## src/rtl/serial_adder.sv

```systemverilog
// Bit-serial adder: one full-adder cell and a carry register process one bit per clock, LSB first.
// Optional subtract mode is enabled by defining SERIAL_ADDER_SUB_EN (adds the sub port).
module serial_adder #(
   parameter int WIDTH = 8
) (
   input  logic             clk,
   input  logic             rst,
   input  logic             start,
   input  logic [WIDTH-1:0] a,
   input  logic [WIDTH-1:0] b,
   input  logic             ci,
`ifdef SERIAL_ADDER_SUB_EN
   input  logic             sub,
`endif
   output logic             busy,
   output logic             done,
   output logic [WIDTH-1:0] s,
   output logic             co,
   output logic             ovf
);

   localparam int CW = $clog2(WIDTH);
   localparam logic [CW-1:0] LAST_BIT = CW'(WIDTH - 1);

   typedef enum logic [1:0] {
      IDLE = 2'd0,
      RUN  = 2'd1,
      DONE = 2'd2
   } state_t;

   state_t           state_q;
   logic [CW-1:0]    cnt_q;
   logic             carry_q;
   logic [WIDTH-1:0] opa_q;
   logic [WIDTH-1:0] opb_q;
   logic [WIDTH-1:0] work_q;
   logic [WIDTH-1:0] s_q;
   logic             co_q;
   logic             ovf_q;
   logic             busy_q;
   logic             done_q;

   logic [WIDTH-1:0] opb_d;
   logic             cin_d;
   logic             sum_d;
   logic             cout_d;

   // Operand B and carry-in as they are latched; subtraction becomes a + ~b + 1.
   always_comb begin
      opb_d = b;
      cin_d = ci;
`ifdef SERIAL_ADDER_SUB_EN
      if (sub) begin
         opb_d = ~b;
         cin_d = 1'b1;
      end else begin
         opb_d = b;
         cin_d = ci;
      end
`endif
   end

   // The single full-adder cell; operands are shifted so bit 0 is always the current bit.
   always_comb begin
      sum_d  = opa_q[0] ^ opb_q[0] ^ carry_q;
      cout_d = (opa_q[0] & opb_q[0]) | (carry_q & (opa_q[0] ^ opb_q[0]));
   end

   // Control FSM, datapath shift registers and registered result outputs.
   always_ff @(posedge clk or posedge rst) begin
      if (rst) begin
         state_q <= IDLE;
         cnt_q   <= '0;
         carry_q <= 1'b0;
         opa_q   <= '0;
         opb_q   <= '0;
         work_q  <= '0;
         s_q     <= '0;
         co_q    <= 1'b0;
         ovf_q   <= 1'b0;
         busy_q  <= 1'b0;
         done_q  <= 1'b0;
      end else begin
         case (state_q)
            IDLE, DONE: begin
               done_q <= 1'b0;
               if (start) begin
                  opa_q   <= a;
                  opb_q   <= opb_d;
                  carry_q <= cin_d;
                  cnt_q   <= '0;
                  busy_q  <= 1'b1;
                  state_q <= RUN;
               end else begin
                  busy_q  <= 1'b0;
                  state_q <= IDLE;
               end
            end
            RUN: begin
               opa_q   <= {1'b0, opa_q[WIDTH-1:1]};
               opb_q   <= {1'b0, opb_q[WIDTH-1:1]};
               work_q  <= {sum_d, work_q[WIDTH-1:1]};
               carry_q <= cout_d;
               cnt_q   <= cnt_q + CW'(1);
               // carry_q here is the carry into the MSB, so overflow is its xor with carry-out.
               if (cnt_q == LAST_BIT) begin
                  s_q     <= {sum_d, work_q[WIDTH-1:1]};
                  co_q    <= cout_d;
                  ovf_q   <= carry_q ^ cout_d;
                  busy_q  <= 1'b0;
                  done_q  <= 1'b1;
                  state_q <= DONE;
               end else begin
                  busy_q  <= 1'b1;
                  done_q  <= 1'b0;
                  state_q <= RUN;
               end
            end
            default: begin
               busy_q  <= 1'b0;
               done_q  <= 1'b0;
               state_q <= IDLE;
            end
         endcase
      end
   end

   assign busy = busy_q;
   assign done = done_q;
   assign s    = s_q;
   assign co   = co_q;
   assign ovf  = ovf_q;

endmodule

```

## config.mk

```make
export PLATFORM = sky130hd
export DESIGN_NAME = serial_adder
export DESIGN_NICKNAME = d
export VERILOG_FILES = /design/src/rtl/serial_adder.sv
export SDC_FILE = /design/constraint.sdc
export NUM_CORES = 1
export LEC_CHECK = 0
export CAP_MARGIN = 25
export CORE_MARGIN = 2
export CORE_UTILIZATION = 55
export CTS_BUF_LIST = sky130_fd_sc_hd__clkbuf_8 sky130_fd_sc_hd__clkbuf_16
export DETAILED_ROUTE_END_ITERATION = 6
export PLACE_DENSITY = 0.8
export SYNTH_ARGS = -nofsm -noshare
export SYNTH_HDL_FRONTEND = slang
export SYNTH_SLANG_ARGS = --single-unit
```

## constraint.sdc

```tcl
create_clock -name clk -period 2.3 [get_ports clk]
set_input_delay 0.69 -clock clk [delete_from_list [all_inputs] [get_ports clk]]
set_output_delay 0.69 -clock clk [all_outputs]
set_load 0.01 [all_outputs]
```

# == Word-level counts from Yosys, hierarchy flattened ==
# Index checks and enable logic that the tools add are counted.
# word_totals
register_bits,42
input_bits,20
output_inout_bits,12
elab_cells,43
# op_classes
n_addsub,1
eq_ne,4
n_mux,16
bitwise,6
n_reduce_logical,5
# ops
cell,n
8-bit case mux with 2 select lines,2
8-bit 2-to-1 mux,2
1-bit 2-to-1 mux,6
3-bit case mux with 2 select lines,1
1-bit case mux with 2 select lines,2
2-bit case mux with 2 select lines,1
2-bit AND reduction,2
"3-bit by 1-bit adder with 3-bit output, second input constant",1
"3-bit == test, second input constant",1
3-bit 2-to-1 mux,1
1-bit XOR,3
1-bit bitwise AND,2
"2-bit by 1-bit == test with 1-bit output, second input constant",1
"2-bit == test, second input constant",1
2-bit zero test,1
2-bit 2-to-1 mux,1
"2-bit inequality test, second input constant",1
2-bit nonzero test,1
2-bit OR reduction,1
1-bit bitwise OR,1

# == Longest topological paths before layout ==
# Gate-level depths: netlist of the first run.
# logic_depth
ltp_word,4
depth_mapped,6
ltp_nobuf,5

# == Worst setup path before layout of the first run ==
# Ideal clock, no wire load.
# synth_path
path_kind,register to register
start,register cnt_q[0]
end,register co_q (netlist: co)
setup_time_ns,0.125
arrival_time_ns,1.339
t_required_ns,2.175
path_slack_ns,0.836
stages_incl_launch_ff,6
path_buffers,1
period_less_slack_ns,1.464
cell_sequence,dfrtp_1 ha_1 ha_1 nand3b_4 buf_6 mux2_4
# synth_between
elab_chain_cells,2
# synth_lines
element,line,text
start: declaration,32,logic [CW-1:0] cnt_q;
start signal: assignment,104,cnt_q <= cnt_q + CW'(1);
3-bit == test,106,if (cnt_q == LAST_BIT) begin
2-bit AND reduction (no line),n/a,
end signal: assignment,108,co_q <= cout_d;
end: declaration,38,logic co_q;
# Every way passes these cells.
# A chain may end at the register's enable or synchronous reset.

# == Final worst setup path of the first run ==
# layout_path
start,register s_q[4] (netlist: s[4])
end,output s[4]
# layout_lines
element,line,text
start: declaration,37,logic [WIDTH-1:0] s_q;
start signal: assignment,107,"s_q <= {sum_d, work_q[WIDTH-1:1]};"
end: declaration,17,"output logic [WIDTH-1:0] s,"
# No word-level cell between the ends.

==> results of run 1 <==
[logic make-up (layout without fill, tap and decap cells)]
logic type,after synthesis,count (layout)
and+or+nand+nor,54,54
DFF,39,39
AOI/OAI and AO/OA,27,27
muxes,14,14
buffers and inverters,12,47
adders and majority gates,3,3
xor gates and xnor gates,2,2
[layer usage]
layer	part of all wire (%)	vias to the layer above	routed length [µm]
met5	0	-	0
met4	1.9	0	62
met3	5.1	7	171
met2	52	42	1750
met1	41	601	1360
li1	-	591	-
[area by class of cell]
class | instances | area (µm²) | share of cell area (%)
Timing Repair Buffer | 37 | 355 | 16.3
Sequential cell | 39 | 976 | 44.8
Tap cell | 44 | 55.1 | 2.52
Clock inverter | 3 | 43.8 | 2.01
Clock buffer | 5 | 68.8 | 3.16
Multi-Input combinational cell | 100 | 674 | 30.9
Inverter | 2 | 7.51 | 0.344
[power groups by stage]
stage / clock network (µW) / registers, µW / logic [µW]
after CTS: 574 / 1230 / 1240
after floorplan: 0 / 1240 / 828
after global placement: 0 / 1220 / 1170
after global routing: 604 / 1260 / 1380
final: 563 / 1230 / 1220
after detailed placement: 0 / 1240 / 1230
[cell usage in the layout, fill, tap and decap left out, types with 2 or more instances in the layout]
master,synthesis,layout
mux2i_1,5,5
nor2b_1,7,7
nand2_1,23,23
a22o_1,5,5
mux2_4,7,7
buf_4,2,6
clkdlybuf4s50_1,0,31
nor3_1,9,9
a211oi_1,5,5
o21ai_1,2,2
nand2b_1,2,2
o22ai_1,9,9
a21oi_1,5,5
xnor2_1,2,2
clkbuf_8,0,5
nor2_1,11,11
mux2_1,2,2
ha_1,2,2
dfrtp_1,39,39
[state kept, by name, summed over array words and instances (netlist names)]
name	count
opb_q	8
ovf	1
s	8
co	1
opa_q	8
cnt_q	3
carry_q	1
state_q	1
done	1
work_q	7
[per-stage QoR]
| stage | power [µW] | util (%) | std cells | setup WS [ns] |
|---|---|---|---|---|
| 3_3_place_gp | 2390 | 68.3 | 222 | 0.450 |
| 3_5_place_dp | 2470 | 68.3 | 222 | 0.365 |
| 6_report | 3020 | 72.0 | 230 | 0.418 |
| 2_1_floorplan | 2060 | - | 151 | 0.721 |
| 4_1_cts | 3040 | 72.0 | 230 | 0.395 |
| 5_1_grt | 3240 | 72.0 | 230 | 0.365 |
[worst paths after layout]
path / from / cells past startpoint / end / slack (ns)
setup / recovery: s[4]$_DFFE_PP0P_ / 1 / s[4] / 0.42
hold reg to reg: ovf$_DFFE_PP0P_ / 2 / ovf$_DFFE_PP0P_ / 0.49
max in group asynchronous: rst / 3 / opa_q[4]$_DFFE_PP0P_ / 1.15
hold / removal: ovf$_DFFE_PP0P_ / 2 / ovf$_DFFE_PP0P_ / 0.49
min in group asynchronous: rst / 3 / opb_q[0]$_DFFE_PP0P_ / 0.81
setup reg to reg: cnt_q[0]$_DFFE_PP0P_ / 4 / s[5]$_DFFE_PP0P_ / 0.76
==> results_dict.tcl, run 1 <==
set metrics [dict create \
    postRouteWirelength_mm 3.35 \
    die_width_um 60.0 \
    critical-path-top-delay-family "buffers and inverters" \
    cts.repair.resized 0 \
    synth_edf_count 0 \
    drive_above_1_share_pct 12.4 \
    yosys.area_share.simple_pct 14.7 \
    fp.dieArea_um2 3600 \
    number_of_inserted_diodes 0 \
    cts_post_setup_buffers_inserted 0 \
    static-leakage-power_uw 0.000995 \
    viasPerCell 5.40 \
    synth.top_cells.by_count "dfrtp_1, nand2_1, nor2_1" \
    yosys.area.top_type "dfrtp_1" \
    clock_power_share_pct 18.7 \
    placement.cell_area_um2 2070 \
    floorplan.io_pins 32 \
    global_route_wire_length_before_repair_mm 5.53 \
    maxCapViolCount 0 \
    postSynth.topFlopCell "dfrtp_1" \
    area_growth_syn_to_layout_pct 26.6 \
    clkLatencyLatePin_ns 0.29 \
    final.setup.tns_ns 0 \
    cell_chain_of_the_critical_path "clkdlybuf4s50_1" \
    nNetsFinal 208 \
    ys_seq_elements 39 \
    internal_uw 1970 \
    synth.top_cells.by_area "dfrtp_1, mux2_4, nand2_1, o22ai_1, mux2i_1" \
    synth_xor_area_share_pct 1.02 \
    final.min_clock_period_ns 1.88 \
    synthesis.area_per_instance_um2 11.4 \
    critPathKind "reg -> out" \
    setup_violations 0 \
    post-route-cell-area_um2 2180 \
    globalRouteMet2Util_pct 36.3 \
    max_clock_buf_depth 2 \
    finalWeightedCongestion 0.763 \
    register_area_share_after_synthesis_pct 56.6 \
    fmax_ghz 0.531 \
    switching_power_uw 1050 \
    synthArstFlopShare_pct 100 \
    synth.net_count 174 \
    cts-root-buf "clkbuf_8" \
    clk_pin_slew_worst_paths_ns 0.08 \
    post_synth_instance_area_um2 1720 \
    yosysMostFrequentCell "dfrtp_1" \
    slowest_delay_ns 0.54 \
    cp-end-kind "output pin" \
    cp-start-kind "flip-flop" \
    ctsHoldBuffers 0 \
    ys_warn_count 0 \
    power_density_nw_per_um2 1380 \
    cts_inserted_buffers 5 \
    global_route.overflow_total 0 \
    core_um2 3030 \
    drt_drc_violations_left 0 \
    synthAdderAreaFrac_pct 2.61 \
    globalRoute.busiestLayer "met2" \
    critPathArrivalTime_ns 1.19 \
    floorplan.rows 20 \
    drt_pre_antenna_iters 4 \
    vias 1241 \
    grt_util_met3_pct 5.84 \
    path_buf_inv 1 \
    antenna_found_initial 0 \
    status "finished, final reports clean" \
    cpMaxStageDelayCell "clkdlybuf4s50_1" \
    slew-limit-headroom_pct 55.0 \
    yosysTopAreaCellShare_pct 56.6 \
    timing_hold_violations_final 0 \
    dpl.hpwl_mm 2.29 \
    clock_sinks 39 \
    critical_path.max_fanout 2 \
    gr-usage-met1_pct 24.3 \
    port_buffers 31 \
    switching_share_of_power_pct 34.6 \
    worst-endpoint-required_ns 1.61 \
    synth_compound_area_share_pct 10.5 \
    synth_top_family_by_area "simple AND/OR/NAND/NOR gates" \
    power.ir.vdd_worst_uv 556 \
    setup_repair_after_global_routing_missed_its_margin "no" \
    filler_cell_count 236 \
    worstHoldPathType "reg -> reg" \
    tightest_slew_ns 0.674 \
    comb_power_share_pct 40.5 \
    netlist_instances 151 \
    combined_global_route_utilization_of_all_metal_layers_pct 20.9 \
    finalHoldWorstSlack_ns 0.491 \
    final.setup_skew_ns 0.00629 \
    maxSlewViolCount 0 \
    drt-wirelength-per-cell_um 14.5 \
    timing.final.crit_share_pct 81.8 \
    cts-htree-levels 2 \
    initial_drc_count 47 \
    cts_tree "yes" \
    die_h_um 60.0 \
    first_global_vias 1244 \
    maximum_number_of_pins_on_one_net_before_global_route_repair 40 \
    antenna_left 0 \
    floorplan.initialDensity_pct 56.9 \
    synth.lib_cells_used.distinct 27 \
    synth.area.mux_share_pct 10.3 \
    power.share.sequential_pct 40.8 \
]
Power figures use the tool's default switching activity.
==> inputs of run 2 (changes only) <==
--- a/config.mk
+++ b/config.mk
@@ -7,10 +7,10 @@
 export LEC_CHECK = 0
 export CAP_MARGIN = 25
 export CORE_MARGIN = 2
-export CORE_UTILIZATION = 55
+export CORE_UTILIZATION = 46
 export CTS_BUF_LIST = sky130_fd_sc_hd__clkbuf_8 sky130_fd_sc_hd__clkbuf_16
 export DETAILED_ROUTE_END_ITERATION = 6
-export PLACE_DENSITY = 0.8
+export PLACE_DENSITY = 0.72
 export SYNTH_ARGS = -nofsm -noshare
 export SYNTH_HDL_FRONTEND = slang
 export SYNTH_SLANG_ARGS = --single-unit
==> constraint.sdc (replaced) <==
create_clock -name clk -period 1.7 [get_ports clk]
set_input_delay 0.51 -clock clk [delete_from_list [all_inputs] [get_ports clk]]
set_output_delay 0.51 -clock clk [all_outputs]
set_load 0.01 [all_outputs]
==> run 2 against run 1 <==
  * Die area is 18% higher
  * Final cell count increased by 2.6%
  * Critical path depth increased by 3
  * Register-to-register slack worse by 0.60 ns
  * Hold slack lost 0.011 ns
  * Clock-buffer cell count up 2
  * Via count down 1.5%
  * Sequential power grew 34%
  * Critical path type is now reg -> reg
  * Largest power group unchanged
  * Highest routed layer unchanged
==> results_dict.tcl, run 2 (synthesis results as in run 1) <==
set metrics [dict create \
    cts_inserted_buffers 5 \
    critical_path.max_fanout 18 \
    vias 1222 \
    floorplan.io_pins 32 \
    worstHoldPathType "reg -> reg" \
    first_global_vias 1306 \
    power_density_nw_per_um2 1770 \
    dpl.hpwl_mm 2.31 \
    fmax_ghz 0.650 \
    fp.dieArea_um2 4250 \
    final.min_clock_period_ns 1.54 \
    max_clock_buf_depth 2 \
    area_growth_syn_to_layout_pct 28.6 \
    drt-wirelength-per-cell_um 13.6 \
    final.setup_skew_ns 0.00512 \
    antenna_found_initial 0 \
    static-leakage-power_uw 0.00111 \
    die_h_um 65.2 \
    power.ir.vdd_worst_uv 724 \
    combined_global_route_utilization_of_all_metal_layers_pct 17.8 \
    tightest_slew_ns 0.693 \
    maxSlewViolCount 0 \
    drt_drc_violations_left 0 \
    antenna_left 0 \
    die_width_um 65.2 \
    most_frequent_standard_cell_in_the_layout_excluding_fill_and_tap_cells "dfrtp_1" \
    drt_pre_antenna_iters 4 \
    floorplan.initialDensity_pct 47.4 \
    finalHoldWorstSlack_ns 0.480 \
    clock_sinks 39 \
    postRouteWirelength_mm 3.22 \
    timing_hold_violations_final 0 \
    critPathArrivalTime_ns 1.76 \
    nNetsFinal 210 \
    port_buffers 31 \
    global_route_wire_length_before_repair_mm 5.72 \
    maxCapViolCount 0 \
    critPathKind "reg -> reg" \
    clkLatencyLatePin_ns 0.29 \
    setup_violations 0 \
    global_route.overflow_total 0 \
    clk_pin_slew_worst_paths_ns 0.07 \
    viasPerCell 5.18 \
    cts-root-buf "clkbuf_8" \
    timing.final.crit_share_pct 90.5 \
    cts-htree-levels 2 \
    initial_drc_count 42 \
    cts_tree "yes" \
    setup_repair_after_global_routing_missed_its_margin "no" \
    maximum_number_of_pins_on_one_net_before_global_route_repair 40 \
    postLayoutSetupSlackWorst_ns 0.162 \
    number_of_inserted_diodes 0 \
    slew-limit-headroom_pct 53.8 \
    final.setup.tns_ns 0 \
    finalWeightedCongestion 0.728 \
    top_library_cells_by_usage_in_the_layout_fill_and_taps_aside "dfrtp_1, nand2_1, clkdlybuf4s50_1" \
    drive_above_1_share_pct 12.8 \
    worst-endpoint-required_ns 1.92 \
    cp-start-kind "flip-flop" \
    dpl.cell_count 228 \
    core_um2 3630 \
    totalPowerFinal_uw 3930 \
    floorplan.rows 22 \
    cp-end-kind "flip-flop" \
    cts_post_setup_buffers_inserted 0 \
    final-instance-count-excl-fill 236 \
    status "finished, final reports clean" \
    pre_cts_ws_ns -0.0436 \
]
-- run 2: cell types whose count changed in the layout (fill, tap and decap cells not counted), sizes merged --
cell | previous run | this run
clkinv | 2 | 0
dlygate4sd2 | 0 | 4
buf | 6 | 8
clkdlybuf4s50 | 31 | 19
clkbuf | 5 | 7
bufinv | 1 | 0
inv | 2 | 3
dlymetal6s2s | 0 | 8
-- run 2: worst paths after layout --
check	to	start	slack, ns	depth (start not counted)
worst max-delay path	opb_q[6]$_DFFE_PP0P_	done$_DFF_PP0_	0.16	4
worst min-delay path	work_q[1]$_DFFE_PP0P_	work_q[1]$_DFFE_PP0P_	0.48	2
worst max register to register	opb_q[6]$_DFFE_PP0P_	done$_DFF_PP0_	0.16	4
worst min register to register	work_q[1]$_DFFE_PP0P_	work_q[1]$_DFFE_PP0P_	0.48	2
max in group asynchronous	opa_q[0]$_DFFE_PP0P_	rst	0.93	3
min in group asynchronous	s[6]$_DFFE_PP0P_	rst	0.58	3
-- run 2: per-layer routing --
layer / up-vias / track usage, % / share of wire [%]
met5: - / 0 / 0
met4: 0 / 4.69 / 1.1
met3: 4 / 5.65 / 4.8
met2: 27 / 32.3 / 50
met1: 593 / 20.1 / 44
li1: 598 / - / -
-- run 2: report_power, final --
group          internal, µW  switching, µW  total, µW  leakage (µW)
Combinational           827            782       1610      0.000581
Sequential             1370            286       1650      0.000478
Clock                   364            305        669     0.0000557
-- run 2: final cells by class --
type / count / area (µm²)
clock inverters: 1 / 3.75
flip-flops and latches: 39 / 976
fillers: 328 / 1420
clock buffers: 7 / 96.3
inverters: 2 / 7.51
repair buffers: 39 / 398
well taps: 48 / 60.1
multi-input cells: 100 / 674
-- run 2: per-stage QoR --
step,util (%),instance area [µm²]
detailed placement,57.8,2100
CTS,60.4,2200
finish,61.0,2220
floorplan,-,1720
global placement,57.8,2100
global route,61.0,2220
-- run 2: what timing repair did --
item | 4_1_cts | 5_1_grt
endpoints found under the setup margin | 4 | 8
hold buffers | 0 | 0
resized for setup | 4 | 8
-- run 2: critical path: stages (launching register included) --
cell and delay, ns:
dfrtp_1 0.36, buf_4 0.19, nand2b_1 0.58, o22ai_1 0.21, nor2_1 0.14
==> inputs of run 3 (changes only) <==
--- a/config.mk
+++ b/config.mk
@@ -7,10 +7,10 @@
 export LEC_CHECK = 0
 export CAP_MARGIN = 25
 export CORE_MARGIN = 2
-export CORE_UTILIZATION = 46
+export CORE_UTILIZATION = 35
 export CTS_BUF_LIST = sky130_fd_sc_hd__clkbuf_8 sky130_fd_sc_hd__clkbuf_16
 export DETAILED_ROUTE_END_ITERATION = 6
-export PLACE_DENSITY = 0.72
+export PLACE_DENSITY = 0.56
 export SYNTH_ARGS = -nofsm -noshare
 export SYNTH_HDL_FRONTEND = slang
 export SYNTH_SLANG_ARGS = --single-unit
==> run 3 against run 2 <==
  * Die area up 29%
  * Clock-buffer cell count down 2
  * Global-route usage down 3.3 points
  * Clock skew up 0.0045 ns
  * Combinational power about the same
  * Core utilization down 13 points
  * Largest cell class unchanged
==> results_dict.tcl, run 3 (synthesis results as in run 1) <==
set metrics [dict create \
    ctsHoldBuffers 0 \
    status "finished, final reports clean" \
    clock_power_share_pct 22.2 \
    postRouteWirelength_mm 3.41 \
    final-instance-count-excl-fill 256 \
    fp.dieArea_um2 5500 \
    floorplan.rows 25 \
    pre_cts_ws_ns -0.0101 \
    worstHoldPathType "reg -> reg" \
    number_of_inserted_diodes 0 \
    first_global_vias 1275 \
    viasPerCell 4.73 \
    max_clock_buf_depth 2 \
    critPathArrivalTime_ns 1.68 \
    clk_pin_slew_worst_paths_ns 0.08 \
    most_frequent_standard_cell_in_the_layout_excluding_fill_and_tap_cells "dfrtp_1" \
    nNetsFinal 211 \
    cts_tree "yes" \
    power.share.sequential_pct 39.7 \
    core_um2 4720 \
    cp-start-kind "flip-flop" \
    filler_cell_count 436 \
    antenna_found_initial 0 \
    final.min_clock_period_ns 1.50 \
    static-leakage-power_uw 0.00107 \
    initial_drc_count 116 \
    antenna_left 0 \
    cts_post_setup_buffers_inserted 0 \
    setup_violations 0 \
    floorplan.initialDensity_pct 36.5 \
    power_density_nw_per_um2 1840 \
    critPathKind "reg -> reg" \
    finalWeightedCongestion 0.751 \
    dpl.hpwl_mm 2.35 \
    area_growth_syn_to_layout_pct 31.4 \
    maxSlewViolCount 0 \
    placement.cell_area_um2 2130 \
    postLayoutSetupSlackWorst_ns 0.199 \
    timing.final.crit_share_pct 88.3 \
    internal_uw 2770 \
    global_route_wire_length_before_repair_mm 6.02 \
    final.setup_skew_ns 0.00964 \
    top_library_cells_by_usage_in_the_layout_fill_and_taps_aside "dfrtp_1, nand2_1, clkdlybuf4s50_1" \
    slew-limit-headroom_pct 75.3 \
    timing_hold_violations_final 0 \
    combined_global_route_utilization_of_all_metal_layers_pct 14.5 \
    drt_drc_violations_left 0 \
    clkLatencyLatePin_ns 0.30 \
    drt_pre_antenna_iters 6 \
    critical_path.max_fanout 12 \
    tightest_slew_ns 0.370 \
    dpl.cell_count 248 \
    vias 1211 \
    final.setup.tns_ns 0 \
    switching_share_of_power_pct 33.6 \
    die_h_um 74.2 \
    post-route-cell-area_um2 2260 \
    floorplan.io_pins 32 \
    cp-end-kind "flip-flop" \
    power.ir.vdd_worst_uv 565 \
    maximum_number_of_pins_on_one_net_before_global_route_repair 40 \
    cts_inserted_buffers 5 \
    cts-htree-levels 2 \
    cts-root-buf "clkbuf_8" \
    drt-wirelength-per-cell_um 13.3 \
    comb_power_share_pct 38.1 \
    fmax_ghz 0.666 \
    die_width_um 74.2 \
    port_buffers 31 \
    worst-endpoint-required_ns 1.88 \
    total_area_of_multi_input_combinational_cells_um2 677 \
    maxCapViolCount 0 \
    seqCellArea_um2 976 \
    drive_above_1_share_pct 14.3 \
    clock_sinks 39 \
    switching_power_uw 1400 \
    setup_repair_after_global_routing_missed_its_margin "no" \
    global_route.overflow_total 0 \
]
## run 3: changes by cell type in the layout (fill, tap and decap cells not counted), moves of 2 or more
cell and change:
clkbuf_8 -2, dlygate4sd2_1 +6, dlymetal6s2s_1 -6, bufinv_16 +2
## run 3: final timing paths
kind | start | to | slack, ns | cells after the start
hold / removal | s[5]$_DFFE_PP0P_ | s[5]$_DFFE_PP0P_ | 0.49 | 1
setup reg to reg | cnt_q[0]$_DFFE_PP0P_ | s[5]$_DFFE_PP0P_ | 0.20 | 4
min in group asynchronous | rst | s[0]$_DFFE_PP0P_ | 0.56 | 3
hold reg to reg | s[5]$_DFFE_PP0P_ | s[5]$_DFFE_PP0P_ | 0.49 | 1
setup / recovery | cnt_q[0]$_DFFE_PP0P_ | s[5]$_DFFE_PP0P_ | 0.20 | 4
max in group asynchronous | rst | opb_q[7]$_DFFE_PP0P_ | 0.94 | 3
## run 3: layout make-up
class	count	area share, %
clock buffers	5	3.04
inverters	2	0.332
flip-flops and latches	39	43.1
well taps	67	3.70
repair buffers	40	16.9
multi-input cells	100	29.9
clock inverters	3	2.99
## run 3: what timing repair did
action | CTS | global route
setup endpoints to repair | 10 | 3
endpoints found under the hold margin | 0 | 0
gates resized for setup | 10 | 3
## run 3: critical path, cell delays in order (launching register included)
cell and delay [ns]:
dfrtp_1 0.42, ha_1 0.21, ha_1 0.22, nand3b_4 0.20, mux2_1 0.34
## run 3: stage by stage
stage | utilization (%) | hold slack (ns) | total power (µW)
CTS | 47.8 | 0.495 | 4230
finish | 47.9 | 0.489 | 4170
floorplan | - | 0.445 | 2790
global placement | 45.1 | 0.467 | 3300
global route | 47.9 | 0.528 | 4520
detailed placement | 45.1 | 0.476 | 3370
## run 3: power groups by stage
stage / clock (µW) / sequential [µW] / combinational (µW)
3_5_place_dp: 0 / 1680 / 1690
2_1_floorplan: 0 / 1670 / 1120
4_1_cts: 948 / 1670 / 1620
3_3_place_gp: 0 / 1660 / 1640
5_1_grt: 994 / 1720 / 1810
6_report: 927 / 1660 / 1590
## run 3: layer usage
| layer | vias up | GRT usage (%) | routed length, µm | part of all wire, % |
|---|---|---|---|---|
| met1 | 578 | 18.6 | 1610 | 47 |
| met4 | 0 | 4.24 | 46 | 1.3 |
| met2 | 29 | 23.7 | 1600 | 47 |
| met5 | - | 0 | 0 | 0 |
| met3 | 6 | 4.47 | 147 | 4.3 |
| li1 | 598 | - | - | - |
